File: config.mk
export PLATFORM = sky130hd
export DESIGN_NAME = uart_receiver
export DESIGN_NICKNAME = d
export VERILOG_FILES = /design/src/rtl/uart_pkg.sv /design/src/rtl/uart_baud_tick.sv /design/src/rtl/uart_receiver.sv
export SDC_FILE = /design/constraint.sdc
export NUM_CORES = 1
export LEC_CHECK = 0
export CAP_MARGIN = 25
export CORE_ASPECT_RATIO = 0.5
export CORE_MARGIN = 2
export CORE_UTILIZATION = 55
export DETAILED_ROUTE_END_ITERATION = 10
export PLACE_DENSITY = 0.77
export SLEW_MARGIN = 20
export SYNTH_ARGS = -nofsm -noshare
export SYNTH_HDL_FRONTEND = slang
export SYNTH_SLANG_ARGS = --single-unit
File: constraint.sdc
create_clock -name clk -period 2.45 [get_ports clk]
set_clock_uncertainty 0.05 [all_clocks]
set_input_delay 0.3675 -clock clk [delete_from_list [all_inputs] [get_ports clk]]
set_output_delay 0.3675 -clock clk [all_outputs]
set_load 0.005 [all_outputs]
File: src/rtl/uart_pkg.sv
// Shared UART definitions: receiver state encoding, oversampling ratio,
// data width and the baud-tick divider calculation.
package uart_pkg;

    localparam int unsigned DATA_W     = 8;
    localparam int unsigned OVERSAMPLE = 16;

    typedef enum logic [2:0] {
        StIdle,
        StStart,
        StData,
        StParity,
        StStop
    } uart_state_e;

    // Clock cycles per oversampling tick, truncated.
    function automatic int unsigned tick_div(input int unsigned clk_freq,
                                             input int unsigned baud);
        return clk_freq / (baud * OVERSAMPLE);
    endfunction

endpackage

File: src/rtl/uart_baud_tick.sv
// Oversampling tick generator: counts 0..TICK_DIV-1 and emits a one-cycle
// tick on the last count. A synchronous clear holds the count at zero.
module uart_baud_tick #(
    parameter int unsigned TICK_DIV = 651
) (
    input  logic clk,
    input  logic rst_n,
    input  logic clear,
    output logic tick
);

    localparam int unsigned CntW = (TICK_DIV > 1) ? $clog2(TICK_DIV) : 1;
    localparam logic [CntW-1:0] CntLast = CntW'(TICK_DIV - 1);

    logic [CntW-1:0] count_q, count_d;
    logic            wrap;

    assign wrap = (count_q == CntLast);
    assign tick = wrap & ~clear;

    // Next count: hold at zero while cleared, wrap after the last count.
    always_comb begin
        count_d = count_q;
        if (clear || wrap) begin
            count_d = '0;
        end else begin
            count_d = count_q + CntW'(1);
        end
    end

    // Divider count register.
    always_ff @(posedge clk or negedge rst_n) begin
        if (!rst_n) begin
            count_q <= '0;
        end else begin
            count_q <= count_d;
        end
    end

endmodule

File: src/rtl/uart_receiver.sv
// UART receiver: 8N1 (8E1 with UART_RX_PARITY_EN defined), 16x oversampling,
// mid-bit sampling, single-entry output register held until rx_ack.
module uart_receiver
    import uart_pkg::*;
#(
    parameter int unsigned CLK_FREQ = 100_000_000,
    parameter int unsigned BAUD     = 9600
) (
    input  logic              clk,
    input  logic              rst_n,
    input  logic              RxD,
    input  logic              rx_ack,
    output logic [DATA_W-1:0] data,
    output logic              rx_valid,
    output logic              busy,
    output logic              frame_err,
    output logic              overrun_err,
    output logic              parity_err
);

    localparam int unsigned TickDiv  = tick_div(CLK_FREQ, BAUD);
    localparam logic [3:0]  TickLast = 4'(OVERSAMPLE - 1);
    localparam logic [3:0]  TickMid  = 4'(OVERSAMPLE / 2 - 1);
    localparam logic [2:0]  BitLast  = 3'(DATA_W - 1);

    uart_state_e       state_q, state_d;
    logic              sync1_q, rx_s_q, rx_prev_q;
    logic [3:0]        tick_cnt_q, tick_cnt_d;
    logic [2:0]        bit_cnt_q, bit_cnt_d;
    logic [DATA_W-1:0] shift_q, shift_d;
    logic [DATA_W-1:0] data_q, data_d;
    logic              rx_valid_q, rx_valid_d;
    logic              busy_q, busy_d;
    logic              frame_err_q, frame_err_d;
    logic              overrun_err_q, overrun_err_d;
    logic              tick, clear, fall;
`ifdef UART_RX_PARITY_EN
    logic              par_bad_q, par_bad_d;
    logic              parity_err_q, parity_err_d;
`endif

    // Divider runs only while a frame is in progress.
    assign clear = (state_q == StIdle);
    assign fall  = rx_prev_q & ~rx_s_q;

    uart_baud_tick #(
        .TICK_DIV(TickDiv)
    ) u_baud_tick (
        .clk  (clk),
        .rst_n(rst_n),
        .clear(clear),
        .tick (tick)
    );

    // Frame FSM next state, shift register and output register updates.
    always_comb begin
        state_d       = state_q;
        tick_cnt_d    = tick_cnt_q;
        bit_cnt_d     = bit_cnt_q;
        shift_d       = shift_q;
        data_d        = data_q;
        rx_valid_d    = rx_valid_q & ~rx_ack;
        frame_err_d   = 1'b0;
        overrun_err_d = 1'b0;
`ifdef UART_RX_PARITY_EN
        par_bad_d     = par_bad_q;
        parity_err_d  = 1'b0;
`endif
        case (state_q)
            StIdle: begin
                if (fall) begin
                    state_d    = StStart;
                    tick_cnt_d = '0;
                end
            end
            StStart: begin
                if (tick) begin
                    if (tick_cnt_q == TickMid) begin
                        // Line back high at mid start bit: treat as glitch.
                        tick_cnt_d = '0;
                        bit_cnt_d  = '0;
                        state_d    = rx_s_q ? StIdle : StData;
                    end else begin
                        tick_cnt_d = tick_cnt_q + 4'd1;
                    end
                end
            end
            StData: begin
                if (tick) begin
                    if (tick_cnt_q == TickLast) begin
                        tick_cnt_d = '0;
                        shift_d    = {rx_s_q, shift_q[DATA_W-1:1]};
                        bit_cnt_d  = bit_cnt_q + 3'd1;
                        if (bit_cnt_q == BitLast) begin
`ifdef UART_RX_PARITY_EN
                            state_d = StParity;
`else
                            state_d = StStop;
`endif
                        end
                    end else begin
                        tick_cnt_d = tick_cnt_q + 4'd1;
                    end
                end
            end
`ifdef UART_RX_PARITY_EN
            StParity: begin
                if (tick) begin
                    if (tick_cnt_q == TickLast) begin
                        tick_cnt_d = '0;
                        par_bad_d  = (^shift_q) ^ rx_s_q;
                        state_d    = StStop;
                    end else begin
                        tick_cnt_d = tick_cnt_q + 4'd1;
                    end
                end
            end
`endif
            StStop: begin
                if (tick) begin
                    if (tick_cnt_q == TickLast) begin
                        tick_cnt_d = '0;
                        state_d    = StIdle;
                        if (rx_s_q) begin
                            // Load wins over a coincident ack.
                            data_d        = shift_q;
                            rx_valid_d    = 1'b1;
                            overrun_err_d = rx_valid_q & ~rx_ack;
                        end else begin
                            frame_err_d = 1'b1;
                        end
`ifdef UART_RX_PARITY_EN
                        parity_err_d = par_bad_q;
`endif
                    end else begin
                        tick_cnt_d = tick_cnt_q + 4'd1;
                    end
                end
            end
            default: begin
                state_d = StIdle;
            end
        endcase
        busy_d = (state_d != StIdle);
    end

    // Synchronizer, edge register, FSM state and registered outputs.
    always_ff @(posedge clk or negedge rst_n) begin
        if (!rst_n) begin
            sync1_q       <= 1'b1;
            rx_s_q        <= 1'b1;
            rx_prev_q     <= 1'b1;
            state_q       <= StIdle;
            tick_cnt_q    <= '0;
            bit_cnt_q     <= '0;
            shift_q       <= '0;
            data_q        <= '0;
            rx_valid_q    <= 1'b0;
            busy_q        <= 1'b0;
            frame_err_q   <= 1'b0;
            overrun_err_q <= 1'b0;
`ifdef UART_RX_PARITY_EN
            par_bad_q     <= 1'b0;
            parity_err_q  <= 1'b0;
`endif
        end else begin
            sync1_q       <= RxD;
            rx_s_q        <= sync1_q;
            rx_prev_q     <= rx_s_q;
            state_q       <= state_d;
            tick_cnt_q    <= tick_cnt_d;
            bit_cnt_q     <= bit_cnt_d;
            shift_q       <= shift_d;
            data_q        <= data_d;
            rx_valid_q    <= rx_valid_d;
            busy_q        <= busy_d;
            frame_err_q   <= frame_err_d;
            overrun_err_q <= overrun_err_d;
`ifdef UART_RX_PARITY_EN
            par_bad_q     <= par_bad_d;
            parity_err_q  <= parity_err_d;
`endif
        end
    end

    assign data        = data_q;
    assign rx_valid    = rx_valid_q;
    assign busy        = busy_q;
    assign frame_err   = frame_err_q;
    assign overrun_err = overrun_err_q;
`ifdef UART_RX_PARITY_EN
    assign parity_err  = parity_err_q;
`else
    assign parity_err  = 1'b0;
`endif

endmodule
# Word level (Yosys, flattened, before mapping)

Index checks and enable logic that the tools add are counted.

Bits in writable memories: 0
Register bits: 43
Memories kept: 0
Latch bits: 0
Output and inout bits: 13
Memory bits (read-only): 0
Input bits: 4

Shift-type cells: 0
Reductions and logical operators: 10
Bitwise gates (word level): 6
Equality and inequality tests: 13
Magnitude comparators: 0
Multipliers: 0
Muxes and demuxes: 34
$add $sub $neg: 3
Divide/modulo/power cells: 0

Operator list:

| cell                                                                  | number |
|---|---|
| 3-bit two-way mux                                                     | 12 |
| 4-bit two-way mux                                                     | 5 |
| 1-bit two-way mux                                                     | 12 |
| 3-bit one-hot mux with 4 select lines                                 | 1 |
| 4-bit one-hot mux with 3 select lines                                 | 1 |
| 10-bit by 1-bit adder with 10-bit output, second input constant       | 1 |
| 10-bit equality test, second input constant                           | 1 |
| 10-bit two-way mux                                                    | 1 |
| 2-bit != test, second input constant                                  | 5 |
| 4-bit AND reduction                                                   | 2 |
| 3-bit equality test, second input constant                            | 2 |
| 3-bit one-hot mux with 2 select lines                                 | 1 |
| 3-bit nonzero test                                                    | 2 |
| 5-bit AND reduction                                                   | 1 |
| 4-bit by 1-bit adder with 4-bit output, second input constant         | 1 |
| 4-bit by 3-bit equality test with 1-bit output, second input constant | 1 |
| 4-bit equality test, second input constant                            | 1 |
| 3-bit by 1-bit adder with 3-bit output, second input constant         | 1 |
| 1-bit AND                                                             | 3 |
| 3-bit by 1-bit equality test with 1-bit output, second input constant | 1 |
| 3-bit by 2-bit equality test with 1-bit output, second input constant | 1 |
| 3-bit logical NOT                                                     | 1 |
| 1-bit NOT                                                             | 3 |
| 3-bit AND reduction                                                   | 1 |
| other kinds (5)                                                       | 5 |

# Depth between registers and ports, before layout

Gate-level depths: netlist of run 1.

Depth after elaboration: 6
Depth in mapped cells: 6
Mapped depth without buffers: 6

# Hierarchy

A second synthesis of run 1 with hierarchy kept.

Cell total of the unflattened synthesis: 180
Area total of the unflattened synthesis: 2069.5 um^2

By module, submodules not included:

| module         | cells an instance | area an instance (um^2) | times used |
|---|---|---|---|
| uart_receiver  | 130               | 1561.5                  | 1 |
| uart_baud_tick | 50                | 508.0                   | 1 |

# Least setup slack after synthesis of run 1

Ideal clock, no wire load.

Path type: register to register
Start: register u_baud_tick.count_q[5]
End: register shift_q[6]
Path buffers: 0
Data arrival time: 1.909 ns
Slack: 0.367 ns
Period minus slack after synthesis: 2.083 ns
Cell stages (with the launch flop): 5
Library setup time: 0.125 ns
Path through: dfrtp_1 > or4b_1 > nor4_4 > and2_1 > mux2_2

Cells in the longest elaborated chain, start to end: 3

Ends and longest elaborated chain:

| what                          | line                 | text |
|---|---|---|
| start, declared               | uart_baud_tick.sv:15 | `logic [CntW-1:0] count_q, count_d;` |
| start signal, assigned        | uart_baud_tick.sv:36 | `count_q <= count_d;` |
| 10-bit equality test          | uart_baud_tick.sv:18 | `assign wrap = (count_q == CntLast);` |
| 1-bit AND                     | uart_baud_tick.sv:19 | `assign tick = wrap & ~clear;` |
| 3-bit AND reduction (no line) | n/a                  |  |
| end signal, assigned          | uart_receiver.sv:173 | `shift_q <= shift_d;` |
| end, declared                 | uart_receiver.sv:30  | `logic [DATA_W-1:0] shift_q, shift_d;` |

No other way between the ends.
A chain may end at the register's enable or synchronous reset.

# Worst setup path after layout of run 1

Same ends and word-level chain as after synthesis.

==> results.md, run 1 <==
- Status: completed
- Final min period: 2280 ps
- Drt wl/cell: 15.2 um
- Power, Total: 1.61 mW
- GR Overflow Total: 0
- Sw power: 0.440 mW
- Setup TNS: 0 ps
- Final core occ: 0.676
- Number of register bits inferred by synthesis: 43
- DRT antenna net count: 0
- Cell area after synthesis: 1990 um^2
- Vias/cell: 5.43
- Crit path launch type: flop
- Initial Utilization: 0.576
- Inserted Diodes: 0
- Avg Inst Size Synth: 11.3 um^2
- Fin. Hold Viols: 0
- IO Count: 17
- Fin crit share: 0.931
- Finished Layout Cells: 249
- R2R Setup Slk: 170 ps
- Share of flip-flops with an asynchronous set or reset: 1.00
- Clk buf depth: 2
- Final hold slack: 310 ps
- CTS root buf: clkbuf_8
- DP Area: 2190 um^2
- EDFF count, synth: 0
- Sequential share of the synthesized area: 0.542
- Worst min path class: reg -> reg
- Die Footprint: 4150 um^2
- Share of the synthesized area in the top cell type: 0.503
- CP endpoint kind: flop
- Yosys warnings: 0
- Post-route cell area: 2330 um^2
- Post-synthesis to final-layout area growth: 17.2%
- Leading area contributor after synthesis: dfrtp_1
- Worst Path Max Fanout: 5
- Clock sinks: 43
- Largest cells by area after synthesis: dfrtp_1, mux2_2, dfstp_2
- Initial antenna violation count: 0
- Register clock-pin slew on the reported worst setup and hold paths: 90 ps
- Vias: 1352
- Fin nets: 206
- Clk_lat worst skew: 300 ps
- Vias in the first global route: 1271
- Final Slew Violations: 0
- Number of buffers created by CTS: 5
- Fillers: 265
- Worst endpoint required time: 2590 ps
- Most common cell in the netlist: dfrtp_1
- Setup ws final: 170 ps
- Mapped Cells: 176
- Post-Route WL: 3780 um
- Postcts setup bufs: 0
- Cell Int Power: 1.17 mW
- CP Class: reg -> reg
- R2r endpoint: shift_q[6]
- P per Cell Area: 690 nW/um^2
- RSZ-0062 raised after global routing: false
- First-pass GRT wire length: 6190 um
- Pin count of the biggest net entering global routing: 44
- Sequential share of power: 0.533
- Share of cells above drive strength 1: 0.167
- Chip Height: 46.5 um
- 1st-iter DRT viols: 114
- Final setup violation count: 0
- Pre-CTS setup slack: 189 ps
- Placed Cells incl. Taps: 239
- Synth top cells by count: dfrtp_1, mux2_2, nand2_1, nor2_1, xnor2_1
- Worst VDD drop: 0.501 mV
- DR pass1 iterations: 4
- Critical Path End: shift_q[6]
- Switch share: 0.273
- R2R depth: 4
- Final HPWL DP: 2640 um
- I/O Buffers: 15
- Hold path start: sync1_q
- Routability congestion estimate from global placement: 0.758
- FP Rows: 15
- Core Area: 3450 um^2
- CP startpoint: u_baud_tick.count_q[5]
- Total GRT Usage: 0.214
- Fmax: 439 MHz
- CTS tree: done
- Worst flop-to-flop path startpoint: u_baud_tick.count_q[5]
- Combinational Power Share: 0.115
- Syn Nets: 185
- Max_cap viols: 0
- Post-route DRC violation count: 0
- WP data arrival: 2420 ps
- Die Span X: 89.1 um
- Synth unique cells: 41
- P_leak: 1.06 nW
- # H-tree levels: 2
- Most used DFF post-synth: dfrtp_1
- Clk pwr share: 0.352
[layout by cell type (no fill, tap or decap), drive strengths merged, types with 2 or more instances in the layout]
cell type	count
dfrtp	40
nand2	16
nor2	16
mux2	16
clkdlybuf4s50	14
xnor2	8
inv	8
nor2b	6
nand3	6
ha	5
clkbuf	5
nand4	4
nor3	4
o21ai	4
nor3b	3
a21oi	3
a211oi	3
mux2i	3
dfstp	3
buf	3
xor2	2
and3	2
o22ai	2
a22o	2
nor4	2
[how the worst min path moves through the flow]
stage / to / slack [ps] / cells past startpoint
after floorplan: bit_cnt_q[0] / 20 / 0
after global placement: rx_s_q / 300 / 0
after detailed placement: rx_s_q / 300 / 0
after CTS: shift_q[4] / 170 / 1
after global routing: rx_s_q / 320 / 0
final: rx_s_q / 310 / 0
[critical path, cell delays in order, from the launching register on]
cell	delay, ps
dfrtp_1	430
or4b_1	610
nor4_4	410
and2_1	300
mux2_2	370
[flip-flops by register name, summed over array words and instances, names as in the netlist]
register             cells
u_baud_tick.count_q     10
data                     8
shift_q                  8
tick_cnt_q               4
bit_cnt_q                3
state_q                  3
busy                     1
frame_err                1
overrun_err              1
rx_prev_q                1
rx_s_q                   1
rx_valid                 1
sync1_q                  1
[metal layers]
layer / share of wire / wire length, um / track usage / up-vias
li1: - / - / - / 656
met1: 0.48 / 1820 / 0.285 / 663
met2: 0.47 / 1770 / 0.326 / 29
met3: 0.032 / 121 / 0.0789 / 4
met4: 0.016 / 59 / 0.0806 / 0
met5: 0 / 0 / 0 / -
[final cells by class]
class,count,area [um^2],area share
tap,51,63.8,0.0273
clock inverter,3,46.3,0.0198
clock buffer,5,68.8,0.0295
timing repair buffer,18,183,0.0783
inverter,7,26.3,0.0113
sequential,43,1080,0.463
multi-input combinational,122,866,0.371
[cells by family after synthesis]
group,count (synthesis),synth area share
AND/OR/NAND/NOR,69,0.192
flip-flops,43,0.542
multiplexers,19,0.106
AO/OA/AOI/OAI,18,0.0597
buffers and inverters,11,0.0226
XOR/XNOR,10,0.0440
adder cells (fa/ha/maj),5,0.0314
other,1,0.00188
[what timing repair did]
| action | in CTS | in global routing |
|---|---|---|
| hold buffers | 0 | 1 |
| hold endpoints to repair | 0 | 11 |
| resized for setup | 0 | 0 |
[power by group through the flow]
stage                     Clock (mW)  Sequential [mW]  Combinational, mW
final                          0.566            0.858              0.185
after global routing           0.614            0.872              0.214
after CTS                      0.581            0.857              0.181
after detailed placement           0            0.871              0.180
after global placement             0            0.868              0.173
after floorplan                    0            0.851              0.139
(Power assumes the default switching activity.)
==> inputs of run 2 (changes only) <==
--- a/config.mk
+++ b/config.mk
@@ -15,3 +15,4 @@
 export SYNTH_ARGS = -nofsm -noshare
 export SYNTH_HDL_FRONTEND = slang
 export SYNTH_SLANG_ARGS = --single-unit
+export TNS_END_PERCENT = 100
==> results of run 2 <==
Final layout, timing and power as in run 1 (identical DEF).
